==> config.mk <==
export PLATFORM = sky130hd
export DESIGN_NAME = ref_row_server
export DESIGN_NICKNAME = d
export VERILOG_FILES = /design/src/rtl/ref_row_pkg.sv /design/src/rtl/row_packer.sv /design/src/rtl/ref_row_server.sv
export SDC_FILE = /design/constraint.sdc
export NUM_CORES = 2
export LEC_CHECK = 0
export CORE_MARGIN = 1.5
export CORE_UTILIZATION = 39
export DETAILED_ROUTE_END_ITERATION = 10
export PLACE_DENSITY = 0.52
export SLEW_MARGIN = 20
export SYNTH_ARGS = -nofsm -noshare
export SYNTH_HDL_FRONTEND = slang
export SYNTH_SLANG_ARGS = --single-unit
export TNS_END_PERCENT = 20
==> constraint.sdc <==
create_clock -name clk -period 12.7 [get_ports clk]
set_input_delay 3.81 -clock clk [delete_from_list [all_inputs] [get_ports clk]]
set_output_delay 3.81 -clock clk [all_outputs]
set_load 0.01 [all_outputs]
==> src/rtl/ref_row_pkg.sv <==
// ============================================================================
// Module      : ref_row_pkg
// Description : Shared geometry constants and state encoding for ref_row_server.
// Revision    : 1.0 - initial release
// ============================================================================
`default_nettype none

package ref_row_pkg;

    localparam int PIX_W     = 8;
    localparam int ROW_PIX   = 15;
    localparam int NUM_ROWS  = 15;
    localparam int ROW_W     = PIX_W * ROW_PIX;
    localparam int COL_W     = $clog2(ROW_PIX);
    localparam int ROW_IDX_W = $clog2(NUM_ROWS);

    typedef enum logic [0:0] {
        LOAD  = 1'b0,
        READY = 1'b1
    } state_t;

endpackage

`default_nettype wire

==> src/rtl/row_packer.sv <==
// ============================================================================
// Module      : row_packer
// Description : Gathers ROW_PIX raster pixels into one packed row word and
//               pulses row_done on the edge that completes the row.
// Revision    : 1.0 - initial release
// ============================================================================
`default_nettype none

module row_packer
    import ref_row_pkg::*;
(
    input  logic             clk,
    input  logic             rst,
    input  logic             clr,
    input  logic             pix_valid,
    input  logic [PIX_W-1:0] pix,
    output logic [ROW_W-1:0] row_word,
    output logic             row_done
);

    localparam logic [COL_W-1:0] c_last_col = COL_W'(ROW_PIX - 1);

    logic [COL_W-1:0] r_col;

    always_ff @(posedge clk or posedge rst) begin
        if (rst) begin
            r_col <= '0;
        end else if (clr) begin
            r_col <= '0;
        end else if (pix_valid) begin
            r_col <= (r_col == c_last_col) ? '0 : r_col + COL_W'(1);
        end
    end

    assign row_done = pix_valid && (r_col == c_last_col);

    // The last lane bypasses storage so the word is complete on the same edge.
    generate
        for (genvar c = 0; c < ROW_PIX; c++) begin : g_lane
            if (c == ROW_PIX - 1) begin : g_last
                assign row_word[c*PIX_W +: PIX_W] = pix;
            end else begin : g_store
                logic [PIX_W-1:0] r_lane;
                always_ff @(posedge clk) begin
                    if (pix_valid && (r_col == COL_W'(c))) begin
                        r_lane <= pix;
                    end
                end
                assign row_word[c*PIX_W +: PIX_W] = r_lane;
            end
        end
    endgenerate

endmodule

`default_nettype wire

==> src/rtl/ref_row_server.sv <==
// ============================================================================
// Module      : ref_row_server
// Description : Loads a raster reference block into row storage and serves
//               whole rows with one-cycle latency. Macro REF_ROW_PAD_EN clamps
//               out-of-range row reads to the last row instead of erroring.
// Revision    : 1.0 - initial release
// ============================================================================
`default_nettype none

module ref_row_server
    import ref_row_pkg::*;
#(
    parameter int IDX_W = 8
) (
    input  logic             clk,
    input  logic             rst,
    input  logic             wr_valid,
    input  logic [PIX_W-1:0] wr_pixel,
    output logic             wr_ready,
    input  logic             frame_clr,
    output logic             frame_ready,
    input  logic             rd_req,
    input  logic [IDX_W-1:0] rd_row,
    output logic [ROW_W-1:0] rd_data,
    output logic             rd_valid,
    output logic             rd_err
);

    localparam logic [ROW_IDX_W-1:0] c_last_row = ROW_IDX_W'(NUM_ROWS - 1);

    state_t                 r_state;
    logic [ROW_IDX_W-1:0]   r_row;
    logic                   r_wr_ready;
    logic                   r_frame_ready;
    logic [ROW_W-1:0]       r_mem [NUM_ROWS];
    logic [ROW_W-1:0]       r_rd_data;
    logic                   r_rd_valid;
    logic                   r_rd_err;

    logic                   w_accept;
    logic [ROW_W-1:0]       w_row_word;
    logic                   w_row_done;
    logic                   w_in_range;
    logic [ROW_IDX_W-1:0]   w_rd_idx;
    logic                   w_rd_err;

    assign w_accept = wr_valid && r_wr_ready && !frame_clr;

    row_packer u_packer (
        .clk       (clk),
        .rst       (rst),
        .clr       (frame_clr),
        .pix_valid (w_accept),
        .pix       (wr_pixel),
        .row_word  (w_row_word),
        .row_done  (w_row_done)
    );

    always_ff @(posedge clk or posedge rst) begin
        if (rst) begin
            r_state       <= LOAD;
            r_row         <= '0;
            r_wr_ready    <= 1'b1;
            r_frame_ready <= 1'b0;
        end else if (frame_clr) begin
            r_state       <= LOAD;
            r_row         <= '0;
            r_wr_ready    <= 1'b1;
            r_frame_ready <= 1'b0;
        end else begin
            case (r_state)
                LOAD: begin
                    if (w_row_done) begin
                        if (r_row == c_last_row) begin
                            r_state       <= READY;
                            r_row         <= '0;
                            r_wr_ready    <= 1'b0;
                            r_frame_ready <= 1'b1;
                        end else begin
                            r_row <= r_row + ROW_IDX_W'(1);
                        end
                    end
                end
                READY: begin
                    r_state <= READY;
                end
                default: begin
                    r_state <= LOAD;
                end
            endcase
        end
    end

    always_ff @(posedge clk) begin
        if (w_row_done) begin
            r_mem[r_row] <= w_row_word;
        end
    end

    // Index is always clamped so the storage is never addressed out of range.
    always_comb begin
        w_in_range = (rd_row < IDX_W'(NUM_ROWS));
        w_rd_idx   = w_in_range ? rd_row[ROW_IDX_W-1:0] : c_last_row;
`ifdef REF_ROW_PAD_EN
        w_rd_err   = (r_state != READY) || frame_clr;
`else
        w_rd_err   = (r_state != READY) || frame_clr || !w_in_range;
`endif
    end

    always_ff @(posedge clk or posedge rst) begin
        if (rst) begin
            r_rd_valid <= 1'b0;
            r_rd_err   <= 1'b0;
            r_rd_data  <= '0;
        end else begin
            r_rd_valid <= rd_req;
            r_rd_err   <= rd_req && w_rd_err;
            if (rd_req) begin
                r_rd_data <= w_rd_err ? '0 : r_mem[w_rd_idx];
            end
        end
    end

    assign wr_ready    = r_wr_ready;
    assign frame_ready = r_frame_ready;
    assign rd_data     = r_rd_data;
    assign rd_valid    = r_rd_valid;
    assign rd_err      = r_rd_err;

endmodule

`default_nettype wire

# ---- Yosys cells after proc, flatten, opt, wreduce, memory -nomap -nowiden
# Memories as Yosys holds them, arrays and structs flattened.
# Index checks and enable logic that the tools add are counted.
dict set report totals {
  reg_bits 245
  ramBits 1800
  inputBits 21
  out_inout_bits 124
  memories 1
}
# memory words width read_ports rd_clocked_by_memory_dff wr line_no
set memory_table {}
lappend memory_table {r_mem 15 120 1 0 1 ref_row_server.sv:35} ;# logic [ROW_W-1:0] r_mem [NUM_ROWS];
dict set report classes {
  addsub 2
  order_cmp 1
  eq_ne 16
  muxes 23
  bitwise_logic 1
  n_reduce_logical 28
}
# op n
set ops {}
lappend ops {{$mux W120} 1}
lappend ops {{$eq A4 B4 Y1 const B} 8}
lappend ops {{$mux W4} 8}
lappend ops {{$logic_and A1 B1 Y1} 18}
lappend ops {{$eq A4 B3 Y1 const B} 4}
lappend ops {{$mux W1} 13}
lappend ops {{$add A4 B1 Y4 const B} 2}
lappend ops {{$eq A4 B2 Y1 const B} 2}
lappend ops {{$lt A8 B4 Y1 const B} 1}
lappend ops {{$reduce_bool A2 Y1} 3}
lappend ops {{$eq A4 B1 Y1 const B} 1}
lappend ops {{$logic_not A4 Y1} 1}
lappend ops {{$reduce_and A3 Y1} 1}
lappend ops {{$logic_not A1 Y1} 2}
lappend ops {{$logic_or A1 B1 Y1} 2}
lappend ops {{$ne A2 B2 Y1 const B} 1}
lappend ops {{$pmux W1 S2} 1}
lappend ops {{$reduce_and A2 Y1} 1}
lappend ops {{$not A1 Y1} 1}

# ---- Logic depth before layout (Yosys ltp)
dict set report logic_depth {
  word_depth 6
  depth_mapped 9
  depth_no_buf 5
}

# ---- Hierarchy
# A second synthesis with hierarchy kept.
dict set report hier_totals {
  cells_unflattened 4451
  hier_area_um2 78310.1
}
# module n_inst cells_per_inst area_each_um2 seq_area_each_um2
set modules_own_cells {}
lappend modules_own_cells {ref_row_server 1 4282 74507.7 57281.2}
lappend modules_own_cells {row_packer 1 169 3802.4 3463.3}

# ---- Worst setup path before layout
# OpenSTA, ideal clock, no wires.
dict set report synth_path {
  path_kind {input to register}
  start {input port frame_clr}
  end {memory r_mem[0][0] (netlist name), enable pin}
  setup_ns 0.746
  arrival_ns 12.756
  required_time_ns 11.954
  setup_slack_ns -0.802
  stages 4
  n_path_buf 0
  cell_sequence {and3b_1 nand3_1 or4_1 nor3_1}
}
dict set report synth_via {
  elab_chain_len 5
}
# item line_no
set synth_lines {}
lappend synth_lines {{start: declaration} ref_row_server.sv:20} ;# input logic frame_clr,
lappend synth_lines {{$logic_not A1 Y1} ref_row_server.sv:47} ;# assign w_accept = wr_valid && r_wr_ready && !frame_clr;
lappend synth_lines {{$logic_and A1 B1 Y1} ref_row_server.sv:47}
lappend synth_lines {{$logic_and A1 B1 Y1} row_packer.sv:35} ;# assign row_done = pix_valid && (r_col == c_last_col);
lappend synth_lines {{$mux W1} ref_row_server.sv:95} ;# if (w_row_done) begin
lappend synth_lines {{$mux W1 (implied by the code)} ref_row_server.sv:96} ;# r_mem[r_row] <= w_row_word;
lappend synth_lines {{end: declaration} ref_row_server.sv:35}
# No other way between the ends.

# ---- Worst setup path in the final report
dict set report layout_path {
  start {input port frame_clr}
  end {memory r_mem[2][101] (netlist name), enable pin}
}
# Same word-level chain as after synthesis.

==> summary.txt <==
PWR
--------------------------------------------------------------------------------
Internal power of the cells                                              11.0 mW
Overall power                                                            13.8 mW
Lkg Pwr                                                                  28.5 nW
Combinational fraction of design power                                      2.6%
Part of the total power dissipated in sequential elements                  52.7%
VDD IR max                                                            0.000140 V
Switching power summed over all nets                                     2.89 mW
Clock power frac                                                           44.7%
Total power per unit cell area                                        156 nW/um2
Sw Ratio                                                                   20.9%

DRT
--------------------------------------------------------------------------------
Via count of the routed design                                             42578
Detailed Route Iter0 Violations                                             4389
Routed vias/inst                                                            5.83
Number of detailed-routing iterations run before antenna repair                6
Post-detailed-route count of antenna-violating nets                            0
DRC                                                                            0
Routed WL                                                                 227 mm
Mean routed wirelength per cell                                          31.0 um

SYNTH
--------------------------------------------------------------------------------
Number of enable flip-flop cells after synthesis                            1912
Post-Synthesis Net Count                                                    4372
Asr flop ratio synth                                                       6.50%
Synthesized area per cell                                               17.7 um2
Largest area contributor in the netlist                             sky130_fd_sc_hd__edfxtp_1
Number of storage elements in the synthesis netlist                         2045
Sequential fraction of the synthesis area                                  78.8%
Syn. warnings                                                                  0
Top flip-flop cell by instance count after synthesis                sky130_fd_sc_hd__edfxtp_1
Post-Syn Area                                                          77100 um2
Share of Yosys cell area claimed by the top area cell type                 74.5%
Number of standard cells after synthesis                                    4351
Yosys cell types                                                              56
Most area-consuming cells after synthesis                           sky130_fd_sc_hd__edfxtp_1, sky130_fd_sc_hd__dfrtp_1, sky130_fd_sc_hd__mux2i_1

TIMING
--------------------------------------------------------------------------------
Worst-case headroom to the max-slew limit                                  21.1%
Max frequency                                                          0.141 GHz
Worst hold slack                                                        0.506 ns
Max Slew Vio Count                                                             0
Minimum clock period after layout                                        7.08 ns
Hold Vio Cnt, Final                                                            0
Setup violation total in the final timing report                               0
RSZ-0062 raised after global routing                                       false
Slew at the pin with the worst max-slew slack                            1.18 ns
Worst clock skew                                                       0.0318 ns
Fraction of the cycle the final worst path needs                           55.7%
Setup TNS                                                                   0 ns

CTS
--------------------------------------------------------------------------------
Count of clock tree sinks                                                   2045
Clock tree from TritonCTS                                                   done
Post-CTS Hold Fix Bufs                                                         0
Largest buffer count on any clock path                                         3
CTS clk-pin slew, worst paths                                            0.06 ns
Clock H-tree levels                                                            4
Gates resized, CTS repair                                                      0
TritonCTS buffer count                                                       207
Latest clock arrival within the worst-skew pair                          0.86 ns
Clock Root Buffer                                                   sky130_fd_sc_hd__clkbuf_16
Post-CTS setup buffers                                                         0

SETUP PATH
--------------------------------------------------------------------------------
Element type at the critical path start                                input pin
Critical-path maximum fanout                                                  33
Path depth of the worst reg2reg path                                           6
Data required, critical path                                            13.17 ns
Type of element capturing the critical path                                 flop
Critical path class                                                       in2reg
Worst Path Arrival                                                       7.55 ns

PLACED DESIGN
--------------------------------------------------------------------------------
Post-detailed-placement half-perimeter wirelength                         113 mm
GPL Wtd Cong                                                               0.778
Count of input and output buffers                                            144

CELLS AND AREA
--------------------------------------------------------------------------------
Layout overhead on the synthesized area                                    15.0%
Highest-count cells in the layout ignoring fill and taps            sky130_fd_sc_hd__edfxtp_1, sky130_fd_sc_hd__mux2i_1, sky130_fd_sc_hd__o21ai_0
Commonest non-fill, non-tap cell in the layout                      sky130_fd_sc_hd__edfxtp_1
Share of post-route cells with drive strength above 1                      14.9%
Final-stage net count                                                       4519

GRT
--------------------------------------------------------------------------------
Maximum number of pins on one net before global-route repair                  99
Global Route met1 Usage                                                    31.3%
Global route hottest layer                                                  met2
Number of global-route vias before repair                                  42686
Wire length of the first global-routing pass                              323 mm
Number of antenna violations at the first check in global routing             11
Fraction of met3 tracks used by global routing                             2.67%
GR Layer Usage met2                                                        37.6%
Overall fraction of global-route tracks in use                             22.5%
Global route overflow                                                          0

FLOORPLAN
--------------------------------------------------------------------------------
Die area                                                              200000 um2
Starting density of the core                                               39.4%
Die H                                                                     448 um
Die X                                                                     448 um
Number of placement rows                                                     162
Top-Level Pins                                                               145
Area inside the core boundary                                         196000 um2

STATUS
--------------------------------------------------------------------------------
Outcome                                                             finished, final reports clean

HOLD PATH
--------------------------------------------------------------------------------
Worst min-delay path category                                            reg2reg
Hold Path Stages                                                               1

FLOW RUN
--------------------------------------------------------------------------------
Total of max-cap violations                                                    0

==> layout make-up <==
cell class | instances | area [um2]
antenna | 3 | 7.51
clock buffer | 291 | 5910
clock inverter | 102 | 1090
fill | 16775 | 107000
inverter | 82 | 323
multi-input combinational | 1914 | 15000
sequential | 2045 | 60700
tap | 2624 | 3280
timing repair buffer | 248 | 2260
==> worst max-delay path, cell delays in order <==
cell	delay, ns
sky130_fd_sc_hd__clkdlybuf4s50_1	0.40
sky130_fd_sc_hd__buf_4	0.19
sky130_fd_sc_hd__and3b_1	0.28
sky130_fd_sc_hd__nand3_1	0.16
sky130_fd_sc_hd__or4_1	0.64
sky130_fd_sc_hd__nor2_4	0.71
sky130_fd_sc_hd__buf_4	0.59
sky130_fd_sc_hd__buf_4	0.67
==> stage by stage <==
stage	instances	instance area (um2)	setup slack, ns	utilization, %
6_report	7309	88600	5.62	45.3
5_1_grt	7307	88600	5.50	45.3
4_1_cts	7306	88600	5.62	45.3
3_5_place_dp	6913	81600	4.73	41.7
3_3_place_gp	6912	81600	4.72	41.7
2_1_floorplan	4351	77100	-0.631	-
==> power by group through the flow <==
stage          clock [mW]  sequential [mW]  combinational, mW
5_1_grt              6.54             7.29              0.383
3_5_place_dp            0             7.43              0.363
3_3_place_gp            0             7.43              0.363
6_report             6.19             7.29              0.363
2_1_floorplan           0             7.43              0.205
4_1_cts              6.29             7.29              0.364
==> cell usage after synthesis, types with 42 or more instances <==
cell and instances:
sky130_fd_sc_hd__mux2_2 95, sky130_fd_sc_hd__a21oi_1 101, sky130_fd_sc_hd__clkbuf_1 233, sky130_fd_sc_hd__o21ai_0 220, sky130_fd_sc_hd__o2bb2ai_1 145, sky130_fd_sc_hd__o221ai_1 121
sky130_fd_sc_hd__a32o_1 42, sky130_fd_sc_hd__o221a_2 71, sky130_fd_sc_hd__nand2b_1 97, sky130_fd_sc_hd__mux2i_1 294, sky130_fd_sc_hd__edfxtp_1 1912, sky130_fd_sc_hd__dfrtp_1 132
sky130_fd_sc_hd__a211oi_1 146, sky130_fd_sc_hd__or3_1 48, sky130_fd_sc_hd__a221oi_1 42, sky130_fd_sc_hd__o22ai_1 167, sky130_fd_sc_hd__buf_2 45, sky130_fd_sc_hd__inv_1 82
sky130_fd_sc_hd__nor3_1 124
==> kinds of logic after synthesis <==
kind of cell	count (synthesis)	share of synthesized area (%)
flops	2045	78.8
buf+inv	392	2.03
simple gates	378	2.69
compound gates	1145	11.2
mux	391	5.27
==> routing by layer <==
metal | routed length (um) | share of wire, %
met3 | 12700 | 5.6
met4 | 4990 | 2.2
met2 | 111000 | 49
met1 | 97900 | 43
met5 | 0 | 0
==> path summary, 6_finish.rpt <==
check | from | end | slack [ns]
worst max-delay path | frame_clr | r_mem[2][101] | 5.62
worst min-delay path | rd_data[48] | rd_data[48] | 0.51
worst max register to register | wr_ready | r_mem[2][101] | 8.59
worst min register to register | rd_data[48] | rd_data[48] | 0.51
max in group asynchronous | rst | rd_data[22] | 7.81
min in group asynchronous | rst | rd_data[20] | 3.49
==> flip-flops by register name, summed over array words and instances (netlist names) <==
| signal | count |
|---|---|
| frame_ready | 1 |
| r_mem | 1800 |
| r_row | 4 |
| r_state | 1 |
| rd_data | 120 |
| rd_err | 1 |
| rd_valid | 1 |
| u_packer.g_lane.g_store.r_lane | 112 |
| u_packer.r_col | 4 |
| wr_ready | 1 |
Power figures use the tool's default switching activity.
